[config.mk]
export PLATFORM = sky130hd
export DESIGN_NAME = branch_resolver
export DESIGN_NICKNAME = d
export VERILOG_FILES = /design/src/rtl/branch_pkg.sv /design/src/rtl/branch_target_adder.sv /design/src/rtl/branch_resolver.sv
export SDC_FILE = /design/constraint.sdc
export NUM_CORES = 1
export LEC_CHECK = 0
export CAP_MARGIN = 20
export CORE_UTILIZATION = 49
export DETAILED_ROUTE_END_ITERATION = 8
export DONT_BUFFER_PORTS = 1
export GPL_ROUTABILITY_DRIVEN = 0
export PLACE_DENSITY = 0.68
export SLEW_MARGIN = 20
export SYNTH_ARGS = -nofsm -noshare
export SYNTH_HDL_FRONTEND = slang
export SYNTH_SLANG_ARGS = --single-unit
[constraint.sdc]
create_clock -name clk -period 1.4 [get_ports clk]
set_input_delay 0.28 -clock clk [delete_from_list [all_inputs] [get_ports clk]]
set_output_delay 0.28 -clock clk [all_outputs]
set_load 0.02 [all_outputs]
[src/rtl/branch_pkg.sv]
// Shared encodings for the comparator interface and the branch resolver.
// The comparator and the resolver both import this package, so every
// encoding lives in one place.
package branch_pkg;

    // Comparator result encodings (in1 relative to in2)
    localparam logic [1:0] CMP_EQ  = 2'b00;
    localparam logic [1:0] CMP_GT  = 2'b01;
    localparam logic [1:0] CMP_LT  = 2'b10;
    localparam logic [1:0] CMP_BAD = 2'b11;

    // Branch opcode encodings
    localparam logic [1:0] BR_BEQ = 2'b00;
    localparam logic [1:0] BR_BLT = 2'b01;
    localparam logic [1:0] BR_BGT = 2'b10;
    localparam logic [1:0] BR_BNE = 2'b11;

    // Resolver control states
    typedef enum logic [1:0] {
        ST_IDLE    = 2'b00,
        ST_RESOLVE = 2'b01,
        ST_FLUSH   = 2'b10
    } state_t;

    // Branch direction from opcode and comparator result; an illegal
    // comparator result never matches any condition, so it falls through.
    function automatic logic branch_taken(input logic [1:0] op, input logic [1:0] cmp);
        logic result;
        result = 1'b0;
        case (op)
            BR_BEQ:  result = (cmp == CMP_EQ);
            BR_BLT:  result = (cmp == CMP_LT);
            BR_BGT:  result = (cmp == CMP_GT);
            BR_BNE:  result = (cmp == CMP_GT) || (cmp == CMP_LT);
            default: result = 1'b0;
        endcase
        return result;
    endfunction

endpackage

[src/rtl/branch_target_adder.sv]
// Branch target arithmetic: fall-through address and the taken target
// (pc + 2 + sign-extended word offset * 2). All sums wrap modulo 2^PC_W.
module branch_target_adder #(
    parameter int PC_W  = 16,
    parameter int OFF_W = 8
) (
    input  logic [PC_W-1:0]  pc,
    input  logic [OFF_W-1:0] offset,
    output logic [PC_W-1:0]  fall_through,
    output logic [PC_W-1:0]  taken_target
);

    logic [PC_W-1:0] offset_ext;

    // Offset is a signed word count; widen to PC width before scaling to bytes
    assign offset_ext   = {{(PC_W-OFF_W){offset[OFF_W-1]}}, offset};
    assign fall_through = pc + PC_W'(2);
    assign taken_target = fall_through + (offset_ext << 1);

endmodule

[src/rtl/branch_resolver.sv]
// Execute-stage branch resolver. Accepts a branch request with the
// comparator result, answers one cycle later with direction and next PC,
// then holds the front-end flush for FLUSH_CYCLES after a taken branch.
module branch_resolver
    import branch_pkg::*;
#(
    parameter int PC_W         = 16,
    parameter int OFF_W        = 8,
    parameter int FLUSH_CYCLES = 2
) (
    input  logic             clk,
    input  logic             rst_n,
    input  logic             req_valid,
    output logic             req_ready,
    input  logic [1:0]       br_op,
    input  logic [1:0]       cmp_result,
    input  logic [PC_W-1:0]  pc,
    input  logic [OFF_W-1:0] offset,
    output logic             resp_valid,
    output logic             taken,
    output logic [PC_W-1:0]  target_pc,
    output logic             flush,
    output logic             cmp_err
);

    state_t          state;
    state_t          state_nxt;
    logic [3:0]      flush_cnt;
    logic [3:0]      flush_cnt_nxt;
    logic            accept;
    logic            decide_taken;
    logic [PC_W-1:0] fall_through;
    logic [PC_W-1:0] taken_target;

    branch_target_adder #(
        .PC_W  (PC_W),
        .OFF_W (OFF_W)
    ) u_adder (
        .pc           (pc),
        .offset       (offset),
        .fall_through (fall_through),
        .taken_target (taken_target)
    );

    assign accept       = req_valid && req_ready;
    assign decide_taken = branch_taken(br_op, cmp_result);

    // State and flush-counter registers
    always_ff @(posedge clk or negedge rst_n) begin
        if (!rst_n) begin
            state     <= ST_IDLE;
            flush_cnt <= 4'd0;
        end else begin
            state     <= state_nxt;
            flush_cnt <= flush_cnt_nxt;
        end
    end

    // Next-state logic and state-decoded handshake/pulse outputs
    always_comb begin
        state_nxt     = state;
        flush_cnt_nxt = flush_cnt;
        req_ready     = 1'b0;
        resp_valid    = 1'b0;
        flush         = 1'b0;
        case (state)
            ST_IDLE: begin
                req_ready = 1'b1;
                if (req_valid) begin
                    state_nxt = ST_RESOLVE;
                end
            end
            ST_RESOLVE: begin
                resp_valid = 1'b1;
                if (taken) begin
                    state_nxt     = ST_FLUSH;
                    flush_cnt_nxt = 4'(FLUSH_CYCLES - 1);
                end else begin
                    state_nxt = ST_IDLE;
                end
            end
            ST_FLUSH: begin
                flush = 1'b1;
                if (flush_cnt == 4'd0) begin
                    state_nxt = ST_IDLE;
                end else begin
                    flush_cnt_nxt = flush_cnt - 4'd1;
                end
            end
            default: begin
                state_nxt = ST_IDLE;
            end
        endcase
    end

    // Capture the decision at accept; it is presented in RESOLVE and held until the next response
    always_ff @(posedge clk or negedge rst_n) begin
        if (!rst_n) begin
            taken     <= 1'b0;
            target_pc <= '0;
            cmp_err   <= 1'b0;
        end else if (accept) begin
            taken     <= decide_taken;
            target_pc <= decide_taken ? taken_target : fall_through;
            cmp_err   <= (cmp_result == CMP_BAD);
        end
    end

endmodule

**Yosys cells after proc, flatten, opt, wreduce, memory -nomap -nowiden**

Cells that the tools add are included.

- $add $sub $neg: 3
- Multipliers: 0
- Divide/modulo/power cells: 0
- Order comparisons: 0
- Equal/unequal tests: 12
- Shift-type cells: 0
- Mux-type cells: 12
- Bitwise operators: 0
- Reductions and logical operators: 9

Operators with widths:

| operator | number |
|---|---|
| 16-bit adder | 1 |
| 16-bit by 2-bit adder with 16-bit output, second input constant | 1 |
| 16-bit 2-to-1 mux | 1 |
| 2-bit == test, second input constant | 5 |
| 4-bit 2-to-1 mux | 2 |
| 2-bit inequality test, second input constant | 4 |
| 4-bit one-hot mux with 2 select lines | 1 |
| 2-bit by 1-bit == test with 1-bit output, second input constant | 3 |
| 2-bit logical NOT | 3 |
| 2-bit 2-to-1 mux | 3 |
| 2-bit one-hot mux with 3 select lines | 1 |
| 4-bit logical NOT | 1 |
| 1-bit one-hot mux with 4 select lines | 1 |
| 4-bit by 1-bit subtractor with 4-bit output, second input constant | 1 |
| 1-bit 2-to-1 mux | 3 |
| 3-bit AND reduction | 1 |
| 2-bit AND reduction | 1 |
| 2-bit nonzero test | 1 |
| 1-bit logical AND | 1 |
| 1-bit logical OR | 1 |

- Register bits: 24
- Bits in latches: 0
- Bits in writable memories: 0
- ROM bits: 0
- Input port bits: 31
- Memories: 0

**Depth between registers and ports, before layout**

Gate-level depths: netlist of the first run.

- Depth in word-level cells: 4
- Depth in mapped cells: 14

**Modules after synthesis**

A second synthesis of the first run with hierarchy kept.

- Cells, all modules: 240
- Area, all modules: 2184.6 um2

Modules (own cells, without submodules):

| module | times used | cells an instance | area an instance (um2) |
|---|---|---|---|
| branch_resolver | 1 | 117 | 1222.4 |
| branch_target_adder | 1 | 123 | 962.2 |

**Worst setup path before layout of the first run**

Ideal clock, no wire load.

- Kind: input -> register
- Start point: input port pc[3]
- End point: register target_pc[15]
- Arrival: 2.780 ns
- Data required time: 1.308 ns
- Path slack: -1.472 ns
- Cell stages on the path: 14
- Path buffers: 0
- Cell sequence: and3_1 and2_1 and3_1 nand2_1 xnor2_1 ha_1 a21oi_4 o21ai_2 a2111oi_4 a21oi_2 a31oi_1 xnor2_1 a21oi_1 o31ai_2

- Cells in the longest elaborated chain, start to end: 3

Ends and longest elaborated chain:

| what | line | text |
|---|---|---|
| start: declaration | branch_resolver.sv:17 | `input logic [PC_W-1:0] pc,` |
| 16-bit by 2-bit adder with 16-bit output * | branch_target_adder.sv:17 | `assign fall_through = pc + PC_W'(2);` |
| 16-bit adder | branch_target_adder.sv:18 | `assign taken_target = fall_through + (offset_ext << 1);` |
| 16-bit 2-to-1 mux * | branch_resolver.sv:104 | `target_pc <= decide_taken ? taken_target : fall_through;` |
| end signal: assignment | branch_resolver.sv:104 |  |
| end: declaration | branch_resolver.sv:21 | `output logic [PC_W-1:0] target_pc,` |

Mark *: on every way between the ends. The rest lies on a longest branch, timed or not.
A chain may end at the register's enable or synchronous reset.

**Final worst setup path of the first run**

Ends and elaborated chain as after synthesis.

==> reports/qor_table.md, run 1 <==
| Item | Value | Unit |
|---|---|---|
| Final layout net count | 352 | - |
| Status | finished, violations left | - |
| Clock transition at path regs | 0.08 | ns |
| Fraction of synthesized cell area taken by the top area cell type | 29.0 | % |
| Clock Latency Late Sink | 0.27 | ns |
| Leading area contributor after synthesis | sky130_fd_sc_hd__dfrtp_1 | - |
| Final critical path time including I/O delays and setup | 2.59 | ns |
| Routed via count divided by cell count | 5.44 | - |
| EDFF count, synth | 0 | - |
| Final sum of negative setup slack | -8.12 | ns |
| Total length of routed met2 wires | 3130 | um |
| Top cells by area in the synthesized netlist | sky130_fd_sc_hd__dfrtp_1 29%, sky130_fd_sc_hd__ha_1 15%, sky130_fd_sc_hd__xnor2_1 8.0% | - |
| Placeable core region | 4030 | sq um |
| Synthesized area per cell | 8.77 | sq um |
| Worst EP required | 1.58 | ns |
| Overflow left after global routing | 0 | - |
| Clock Skew | 0.00379 | ns |
| DR vias | 1876 | - |
| Synthesized instance count | 236 | - |
| Layout Cells excl Fill | 345 | - |
| Count of final max-slew check failures | 0 | - |
| Highest-delay cell along the critical path | sky130_fd_sc_hd__a2111oi_4 | - |
| Die Span Y | 67.0 | um |
| Async set-reset flop share out of synthesis | 100 | % |
| Longest individual stage delay on the worst path | 0.32 | ns |
| Number of placed instances with taps included | 329 | - |
| Setup repair after global routing missed its margin | yes | - |
| Clock Tree Buf Depth | 2 | - |
| Max H-tree Level | 1 | - |
| Total number of placement rows | 23 | - |
| Area taken by multi-input logic gates | 1770 | sq um |
| Pre-CTS setup slack | -1.38 | ns |
| Filler instances | 262 | - |
| Critical-path maximum fanout | 5 | - |
| Clock sink count | 24 | - |
| Leakage power figure | 1.42 | nW |
| Met3 Routed Length | 258 | um |
| Prevailing post-synth register cell | sky130_fd_sc_hd__dfrtp_1 | - |
| Sum of net half-perimeters after detailed placement | 4010 | um |
| Number of antenna violations at the first check in global routing | 0 | - |
| CTS tree | yes | - |
| Highest routing layer actually used | met4 | - |
| Average wire length per cell after detail routing | 16.8 | um |
| DRC violation total after the first TritonRoute iteration | 127 | - |
| Fin worst setup slack | -1.19 | ns |
| Kind of capture point of the worst setup path | flop | - |
| Power Density | 1240 | nW/um^2 |
| Leading cell type by number of instances after synthesis | sky130_fd_sc_hd__nand2_1 | - |
| Number of antenna-violating nets in the routed design | 0 | - |
| Worst Path Class, Setup | in -> reg | - |
| Pin count of the biggest net entering global routing | 25 | - |
| Fraction of the cycle the final worst path needs | 185 | % |
| Initial Util | 51.4 | % |
| Cell repeated most along the worst path | sky130_fd_sc_hd__and3_4 | - |
| Violated checks | hold timing, setup timing | - |
| Worst path arrival time | 2.77 | ns |
| 1st-pass router iterations | 4 | - |
| Layout cells sized above 1 | 42.7 | % |
| CP top delay family | compound AO/OA/AOI/OAI gates | - |
| Worst hold margin | -0.0321 | ns |
| Total standard cell area after synthesis | 2070 | sq um |
| Post-Synthesis Net Count | 292 | - |
| Global-route wire length before repair | 8180 | um |
| Startpoint class of the critical path | input port | - |
| Commonest cells post-synth | 43 x sky130_fd_sc_hd__nand2_1, 24 x sky130_fd_sc_hd__dfrtp_1, 24 x sky130_fd_sc_hd__ha_1 | - |
| Vias in the first global route | 1751 | - |
| Diodes inserted | 0 | - |
| Number of buffer and inverter stages on the critical path | 0 | - |
| Layout overhead on the synthesized area | 47.8 | % |
| Clock buffers created by TritonCTS | 3 | - |
| Slew at the pin closest to its max-slew limit | 0.500 | ns |
| Number of buffer cells added on primary ports | 0 | - |
| Distinct cells, synth | 39 | - |
| Worst vdd rail ir drop | 566 | uV |
| Syn. warnings | 0 | - |
| GRT Overall Usage | 24.7 | % |
| Top Ports | 52 | - |
| Peak Freq | 386 | MHz |
| Core Util, Final | 75.9 | % |
| DRC viols | 0 | - |
| Horizontal extent of the die | 67.0 | um |
| Min-delay worst type | in -> async | - |
| Root buffer cell | sky130_fd_sc_hd__clkbuf_8 | - |
| Portion of the post-synthesis area used by sequential elements | 29.0 | % |
| Final number of hold-violating endpoints | 24 | - |
| Count of state elements after synthesis | 24 | - |
| Crit path cell chain | and3_4, and2_4, and3_4, nand2_4, xnor2_4, ha_4, nand4_1, a2111oi_4, a2111oi_4, a21oi_2, a31oi_1, xnor2_1, and3_4, o31ai_2 | - |
| Combined flip-flop and latch cell area | 601 | sq um |
| Met1 Wirelength | 2280 | um |
| Max_slew headroom | 66.7 | % |
| Die Footprint | 4490 | sq um |
| Endpoints failing setup | 12 | - |
| Total detailed-routing wirelength | 5790 | um |
| Max-cap viol count | 0 | - |
==> report_power, final <==
part           internal [W]  switching (W)
clock              0.000382       0.000216
sequential          0.00100       0.000526
combinational      0.000807       0.000849
==> final cells by class <==
class | count | share of cell area (%)
Multi-Input combinational cell | 195 | 58.0
Clock buffer | 3 | 1.35
Inverter | 11 | 1.84
Sequential cell | 24 | 19.6
Tap cell | 50 | 2.05
Clock inverter | 1 | 0.982
Timing Repair Buffer | 61 | 16.2
==> logic make-up (layout without fill, tap and decap cells) <==
| family | after synthesis | count (layout) | synth area share (%) |
|---|---|---|---|
| flops | 24 | 24 | 29.0 |
| simple gates | 83 | 83 | 18.1 |
| compound gates | 54 | 54 | 18.9 |
| fa+ha+maj | 25 | 25 | 15.5 |
| mux | 6 | 6 | 3.51 |
| xor+xnor | 27 | 27 | 11.4 |
| buf+inv | 17 | 76 | 3.51 |
==> metal layers <==
layer	track usage [%]	vias up
met2	44.3	43
met5	0	-
met4	10.6	0
li1	-	933
met1	28.8	888
met3	3.60	12
==> placed cells by master (no fill, tap or decap), types with 4 or more instances in the layout <==
cell type and count:
sky130_fd_sc_hd__nand2_1 38, sky130_fd_sc_hd__xor2_1 7, sky130_fd_sc_hd__mux2i_1 5, sky130_fd_sc_hd__xnor2_1 11
sky130_fd_sc_hd__a21o_1 6, sky130_fd_sc_hd__nor2_1 12, sky130_fd_sc_hd__dfrtp_1 24, sky130_fd_sc_hd__o21ai_2 6
sky130_fd_sc_hd__a21oi_2 5, sky130_fd_sc_hd__inv_1 8, sky130_fd_sc_hd__o21ai_1 12, sky130_fd_sc_hd__ha_4 8
sky130_fd_sc_hd__xnor2_2 5, sky130_fd_sc_hd__buf_6 7, sky130_fd_sc_hd__buf_4 52, sky130_fd_sc_hd__a21oi_1 4
sky130_fd_sc_hd__nand4_1 6, sky130_fd_sc_hd__ha_1 15, sky130_fd_sc_hd__o21ai_0 5
==> per-stage QoR <==
step / power [W] / area [sq um]
after global routing: 0.00399 / 3060
after CTS: 0.00362 / 2840
after detailed placement: 0.00289 / 2600
final: 0.00378 / 3060
after floorplan: 0.00241 / 2210
after global placement: 0.00283 / 2600
==> registers in the layout, summed over array words and instances, names as in the netlist <==
signal     count
flush_cnt      4
state          2
taken          1
target_pc     16
cmp_err        1
==> timing repair <==
action / in CTS / in global routing
endpoints found under the hold margin: 24 / 0
setup endpoints to repair: 13 / 21
hold buffers: 1 / 0
buffers inserted: 7 / 8
gates resized for setup: 24 / 37
pin swaps: 16 / 26
==> path summary, 6_finish.rpt <==
check,endpoint,from,depth (start not counted),slack [ns]
hold reg to reg,flush_cnt[3]$_DFFE_PN0P_,flush_cnt[3]$_DFFE_PN0P_,2,0.57
max in group asynchronous,target_pc[14]$_DFFE_PN0P_,rst_n,1,1.09
hold / removal,target_pc[3]$_DFFE_PN0P_,rst_n,1,-0.03
setup reg to reg,flush_cnt[0]$_DFFE_PN0P_,flush_cnt[1]$_DFFE_PN0P_,6,0.10
setup / recovery,target_pc[15]$_DFFE_PN0P_,pc[3],14,-1.19
min in group clk,target_pc[0]$_DFFE_PN0P_,pc[0],2,0.12
Power figures use the tool's default switching activity.
==> run 2: changes to the inputs <==
- ABC_AREA: unset -> 1
- CTS_CLUSTER_DIAMETER: unset -> 200
- SLEW_MARGIN: 20 -> unset
==> reports/qor_table.md, run 2 <==
| Item | Value | Unit |
|---|---|---|
| Max-cap viol count | 0 | - |
| GRT Overall Usage | 27.7 | % |
| End of the worst register-to-register path | flush_cnt[3]$_DFFE_PN0P_ | - |
| Clock sink count | 24 | - |
| Pre-CTS setup slack | -0.951 | ns |
| Minimum setup slack among reg-to-reg paths | 0.11 | ns |
| Max H-tree Level | 1 | - |
| Fin worst setup slack | -0.509 | ns |
| Count of cells along the worst register-to-register path | 7 | - |
| 1st-pass router iterations | 4 | - |
| Leading cell type in the layout, fill and taps excluded | sky130_fd_sc_hd__nand2_1 | - |
| Status | finished, violations left | - |
| Setup repair after global routing missed its margin | yes | - |
| Synthesized instance count | 360 | - |
| Global-route wire length before repair | 11400 | um |
| CTS tree | yes | - |
| Worst Path Class, Setup | in -> reg | - |
| Cell repeated most along the worst path | sky130_fd_sc_hd__nand2_1 | - |
| Diodes inserted | 0 | - |
| DRC violation total after the first TritonRoute iteration | 148 | - |
| Top cells by area in the synthesized netlist | sky130_fd_sc_hd__dfrtp_1 25%, sky130_fd_sc_hd__nand2_1 18%, sky130_fd_sc_hd__ha_1 12% | - |
| Combined flip-flop and latch cell area | 601 | sq um |
| Final total power | 0.00383 | W |
| Max_slew headroom | 57.2 | % |
| Area taken by multi-input logic gates | 2170 | sq um |
| Final sum of negative setup slack | -4.03 | ns |
| Terminating pin of the worst hold path | target_pc[0]$_DFFE_PN0P_ | - |
| Average wire length per cell after detail routing | 14.8 | um |
| Pin count of the biggest net entering global routing | 25 | - |
| DRC viols | 0 | - |
| Final layout net count | 485 | - |
| DR vias | 2624 | - |
| Count of state elements after synthesis | 24 | - |
| Number of antenna-violating nets in the routed design | 0 | - |
| Die Span Y | 72.2 | um |
| Worst R2R Start | flush_cnt[1]$_DFFE_PN0P_ | - |
| Clock transition at path regs | 0.08 | ns |
| Layout cells sized above 1 | 43.1 | % |
| Synthesized area per cell | 6.70 | sq um |
| Longest individual stage delay on the worst path | 0.30 | ns |
| Count of final max-slew check failures | 0 | - |
| Total detailed-routing wirelength | 7320 | um |
| Placeable core region | 4720 | sq um |
| Clock Latency Late Sink | 0.26 | ns |
| Filler instances | 329 | - |
| Clock Skew | 0.00156 | ns |
| Layout overhead on the synthesized area | 51.5 | % |
| Initial Util | 51.1 | % |
| Die Footprint | 5210 | sq um |
| Commonest cells post-synth | 113 x sky130_fd_sc_hd__nand2_1, 49 x sky130_fd_sc_hd__inv_1, 29 x sky130_fd_sc_hd__nor2_1 | - |
| Syn. warnings | 0 | - |
| Clock buffers created by TritonCTS | 3 | - |
| Critical-path maximum fanout | 4 | - |
| Number of buffer cells added on primary ports | 0 | - |
| Highest-delay cell along the critical path | sky130_fd_sc_hd__ha_1 | - |
| Final number of hold-violating endpoints | 0 | - |
| Fraction of synthesized cell area taken by the top area cell type | 24.9 | % |
| Worst hold margin | 0.127 | ns |
| Power Density | 1050 | nW/um^2 |
| Prevailing post-synth register cell | sky130_fd_sc_hd__dfrtp_1 | - |
| Leading cell type by number of instances after synthesis | sky130_fd_sc_hd__nand2_1 | - |
| CP top delay family | simple AND/OR/NAND/NOR gates | - |
| Number of cells on the worst hold path | 2 | - |
| Peak Freq | 524 | MHz |
| Final critical path time including I/O delays and setup | 1.91 | ns |
| Slew at the pin closest to its max-slew limit | 0.640 | ns |
| Top Ports | 52 | - |
| Leakage power figure | 1.80 | nW |
| Crit path cell chain | ha_4, nand3_4, nor3_4, nand2_2, xor2_4, ha_1, a21oi_1, nand2_1, a21oi_2, nand2_1, nand2_1, nand3_1, nand2_1, nand2_1 | - |
| Total standard cell area after synthesis | 2410 | sq um |
| Distinct cells, synth | 34 | - |
| Portion of the post-synthesis area used by sequential elements | 24.9 | % |
| Clock Tree Buf Depth | 2 | - |
| Horizontal extent of the die | 72.2 | um |
| Fraction of the cycle the final worst path needs | 136 | % |
| Async set-reset flop share out of synthesis | 100 | % |
| Total number of placement rows | 25 | - |
| Vias in the first global route | 2553 | - |
| Register with the most flip-flops | target_pc | - |
| Startpoint class of the critical path | input port | - |
| Number of buffer and inverter stages on the critical path | 0 | - |
| Number of antenna violations at the first check in global routing | 0 | - |
| Commonest cells after routing, fill and taps aside | 86 x sky130_fd_sc_hd__nand2_1, 59 x sky130_fd_sc_hd__buf_4, 39 x sky130_fd_sc_hd__inv_1, 24 x sky130_fd_sc_hd__dfrtp_1, 23 x sky130_fd_sc_hd__nand2_2 | - |
| Kind of capture point of the worst setup path | flop | - |
| Largest register FFs | 16 | - |
| Sum of net half-perimeters after detailed placement | 5140 | um |
| Top Registers | target_pc x16, flush_cnt x4, state x2 | - |
| EDFF count, synth | 0 | - |
| Min-delay worst type | in -> reg | - |
| Leading area contributor after synthesis | sky130_fd_sc_hd__dfrtp_1 | - |
| Overflow left after global routing | 0 | - |
| Routed via count divided by cell count | 5.31 | - |
| Worst vdd rail ir drop | 913 | uV |
| Violated checks | setup timing | - |
| Root buffer cell | sky130_fd_sc_hd__clkbuf_8 | - |
| Endpoints failing setup | 12 | - |
| Post-Synthesis Net Count | 416 | - |
| Startpoint of the tightest hold check path | pc[0] | - |
| Worst path arrival time | 2.07 | ns |
| Worst EP required | 1.56 | ns |
## run 2: cell count changes after synthesis, moves of 8 or more
cell	delta
sky130_fd_sc_hd__a21oi_1	+17
sky130_fd_sc_hd__xnor2_1	-16
sky130_fd_sc_hd__o21ai_0	-11
sky130_fd_sc_hd__inv_1	+38
sky130_fd_sc_hd__nand2_1	+70
sky130_fd_sc_hd__nand3_1	+19
sky130_fd_sc_hd__nand3_2	+8
sky130_fd_sc_hd__nor2_1	+15
## run 2: power by group
group / total [W] / leakage, nW / internal [W] / switching [W]
Sequential: 0.00154 / 0.290 / 0.00101 / 0.000532
Combinational: 0.00189 / 1.49 / 0.000873 / 0.00102
Clock: 0.000403 / 0.0216 / 0.000192 / 0.000210
Total: 0.00383 / 1.80 / 0.00207 / 0.00176
## run 2: cell type report
cell class	count	share of cell area [%]
sequential	24	16.4
inverter	52	5.55
clock buffer	3	1.13
multi-input combinational	279	59.3
timing repair buffer	69	15.3
tap	67	2.29
## run 2: cells by family (layout without fill, tap and decap cells)
logic type,after synthesis,count (layout),synth area share [%]
and+or+nand+nor,194,194,36.6
DFF,24,24,24.9
adders and majority gates,25,25,13.3
xor gates and xnor gates,14,14,5.39
buffers and inverters,57,124,9.08
AOI/OAI and AO/OA,46,46,10.8
## run 2: how the worst max path moves through the flow
stage,startpoint,end,slack [ns],cells past startpoint
6_report,pc[1],target_pc[14]$_DFFE_PN0P_,-0.51,14
5_1_grt,pc[1],target_pc[14]$_DFFE_PN0P_,-0.58,14
4_1_cts,pc[5],target_pc[9]$_DFFE_PN0P_,-0.39,13
3_5_place_dp,pc[1],target_pc[15]$_DFFE_PN0P_,-0.95,16
3_3_place_gp,pc[1],target_pc[15]$_DFFE_PN0P_,-0.90,16
2_1_floorplan,pc[1],target_pc[15]$_DFFE_PN0P_,-0.59,16
## run 2: repair_timing
item	in CTS	in global routing
endpoints found under the setup margin	12	14
buffers inserted	10	3
gates resized for setup	55	41
hold buffers	1	0
pin swaps	33	22
endpoints found under the hold margin	24	0
## run 2: stage by stage
stage | utilization [%] | cells | area, sq um
after floorplan | - | 360 | 2600
after global placement | 64.8 | 476 | 3060
after detailed placement | 64.8 | 476 | 3060
after CTS | 73.2 | 490 | 3460
after global routing | 77.4 | 494 | 3650
final | 77.4 | 494 | 3650
## run 2: layer usage
layer	part of all wire (%)	global-route usage [%]
met1	40	34.3
met2	54	49.9
met3	3.8	5.00
met4	2.5	6.10
met5	0	0
==> run 3: changes to the inputs <==
- SETUP_SLACK_MARGIN: unset -> 0.02
==> reports/qor_table.md, run 3 (synthesis results as in run 2) <==
| Item | Value | Unit |
|---|---|---|
| Critical-path maximum fanout | 5 | - |
| Clock Latency Late Sink | 0.26 | ns |
| Final critical path time including I/O delays and setup | 1.92 | ns |
| DRC violation total after the first TritonRoute iteration | 143 | - |
| CTS tree | yes | - |
| Clock buffers created by TritonCTS | 3 | - |
| Largest register FFs | 16 | - |
| Diodes inserted | 0 | - |
| Die Footprint | 5210 | sq um |
| Min-delay worst type | in -> reg | - |
| Final total power | 0.00390 | W |
| Combined flip-flop and latch cell area | 601 | sq um |
| Fraction of the cycle the final worst path needs | 137 | % |
| Power Density | 1050 | nW/um^2 |
| Clock transition at path regs | 0.08 | ns |
| Endpoints failing setup | 12 | - |
| Top Registers | target_pc x16, flush_cnt x4, state x2 | - |
| Pin count of the biggest net entering global routing | 25 | - |
| Max-cap viol count | 0 | - |
| Overflow left after global routing | 0 | - |
| Violated checks | setup timing | - |
| Worst vdd rail ir drop | 1050 | uV |
| Count of final max-slew check failures | 0 | - |
| Clock Skew | 0.00204 | ns |
| Status | finished, violations left | - |
| Leakage power figure | 1.82 | nW |
| Global-route wire length before repair | 11100 | um |
| Highest-delay cell along the critical path | sky130_fd_sc_hd__nor3_4 | - |
| Number of antenna violations at the first check in global routing | 0 | - |
| Number of buffer cells added on primary ports | 0 | - |
| Final number of hold-violating endpoints | 0 | - |
| Startpoint class of the critical path | input port | - |
| Longest individual stage delay on the worst path | 0.27 | ns |
| Setup repair after global routing missed its margin | yes | - |
| Layer with the highest usage | met2 | - |
| Kind of capture point of the worst setup path | flop | - |
| Cell repeated most along the worst path | sky130_fd_sc_hd__nand2_2 | - |
| Worst path arrival time | 2.08 | ns |
| DRC viols | 0 | - |
| Horizontal extent of the die | 72.2 | um |
| Root buffer cell | sky130_fd_sc_hd__clkbuf_8 | - |
| Met1 demand-to-capacity share in global routing | 33.0 | % |
| Peak Freq | 521 | MHz |
| Number of buffer and inverter stages on the critical path | 1 | - |
| Area taken by multi-input logic gates | 2190 | sq um |
| Routed via count divided by cell count | 5.45 | - |
| Die Span Y | 72.2 | um |
| Met3 usage in global routing | 4.86 | % |
| Layout overhead on the synthesized area | 53.2 | % |
| Fin worst setup slack | -0.519 | ns |
| Slew at the pin closest to its max-slew limit | 0.452 | ns |
| Core Util, Final | 78.3 | % |
| GRT Overall Usage | 27.0 | % |
| Max_slew headroom | 69.8 | % |
| Clock Tree Buf Depth | 2 | - |
| CP top delay family | simple AND/OR/NAND/NOR gates | - |
| Number of placed instances with taps included | 476 | - |
| Top Ports | 52 | - |
| Vias in the first global route | 2538 | - |
| Number of antenna-violating nets in the routed design | 0 | - |
| Filler instances | 306 | - |
| Leading cell type in the layout, fill and taps excluded | sky130_fd_sc_hd__nand2_1 | - |
| DR vias | 2707 | - |
| Average wire length per cell after detail routing | 15.2 | um |
| Initial Util | 51.1 | % |
| Layout cells sized above 1 | 45.6 | % |
| Final layout net count | 487 | - |
| Commonest cells after routing, fill and taps aside | 83 x sky130_fd_sc_hd__nand2_1, 63 x sky130_fd_sc_hd__buf_4, 41 x sky130_fd_sc_hd__inv_1, 24 x sky130_fd_sc_hd__nand2_2, 24 x sky130_fd_sc_hd__dfrtp_1 | - |
| Total number of placement rows | 25 | - |
| Worst Path Class, Setup | in -> reg | - |
| Total detailed-routing wirelength | 7550 | um |
| Placeable core region | 4720 | sq um |
| Startpoint of the tightest hold check path | pc[0] | - |
| Worst setup path startpoint | pc[5] | - |
| Layout Cells excl Fill | 497 | - |
| Met2 track demand over resource in global routing | 49.2 | % |
| Max H-tree Level | 1 | - |
| 1st-pass router iterations | 4 | - |
| Worst EP required | 1.56 | ns |
| Register with the most flip-flops | target_pc | - |
| Worst R2R Start | flush_cnt[1]$_DFFE_PN0P_ | - |
| Sum of net half-perimeters after detailed placement | 5140 | um |
| Clock sink count | 24 | - |
| Crit path cell chain | nand2_8, nor3_4, nand2_2, xor2_2, inv_2, ha_4, nand2_2, nand2_2, o21bai_4, a21o_1, or2_4, nand2_2, a21oi_2 | - |
## run 3: through the flow
stage / setup TNS [ns] / instance area [sq um] / hold slack [ns] / setup slack (ns)
4_1_cts: -3.73 / 3350 / 0.120 / -0.397
3_3_place_gp: -8.10 / 3060 / -0.0153 / -0.903
6_report: -4.24 / 3700 / 0.125 / -0.519
3_5_place_dp: -8.59 / 3060 / -0.0153 / -0.923
2_1_floorplan: -4.72 / 2600 / -0.0156 / -0.590
5_1_grt: -5.68 / 3700 / 0.132 / -0.606
## run 3: final timing paths
path                                             end  slack (ns)  cells after the start
setup / recovery            target_pc[9]$_DFFE_PN0P_       -0.52                     13
hold / removal              target_pc[0]$_DFFE_PN0P_        0.12                      2
setup reg to reg            flush_cnt[2]$_DFFE_PN0P_        0.08                      8
hold reg to reg             flush_cnt[3]$_DFFE_PN0P_        0.56                      2
max in group asynchronous   target_pc[3]$_DFFE_PN0P_        0.55                      2
min in group asynchronous  target_pc[12]$_DFFE_PN0P_        0.39                      1
## run 3: area by class of cell
cell class / instances / area share [%]
multi-input combinational: 279 / 59.2
sequential: 24 / 16.2
timing repair buffer: 71 / 15.3
inverter: 52 / 5.48
tap: 67 / 2.27
clock buffer: 4 / 1.49
## run 3: metal layers
metal	wire length (um)	share of wire, %	up-vias
li1	-	-	1298
met4	274	3.6	0
met3	380	5.0	30
met2	4050	54	102
met1	2850	38	1277
met5	0	0	-
## run 3: repair_timing
item / 4_1_cts / 5_1_grt
endpoints found under the setup margin: 12 / 16
endpoints found under the hold margin: 24 / 0
gates resized for setup: 38 / 65
hold buffers: 1 / 0
buffers inserted: 5 / 11
pin swaps: 25 / 37
## run 3: power by group
group	leakage (nW)	internal [W]	switching, W
Combinational	1.50	0.000873	0.00102
Clock	0.0288	0.000251	0.000215
Sequential	0.290	0.00101	0.000525
Total	1.82	0.00213	0.00176
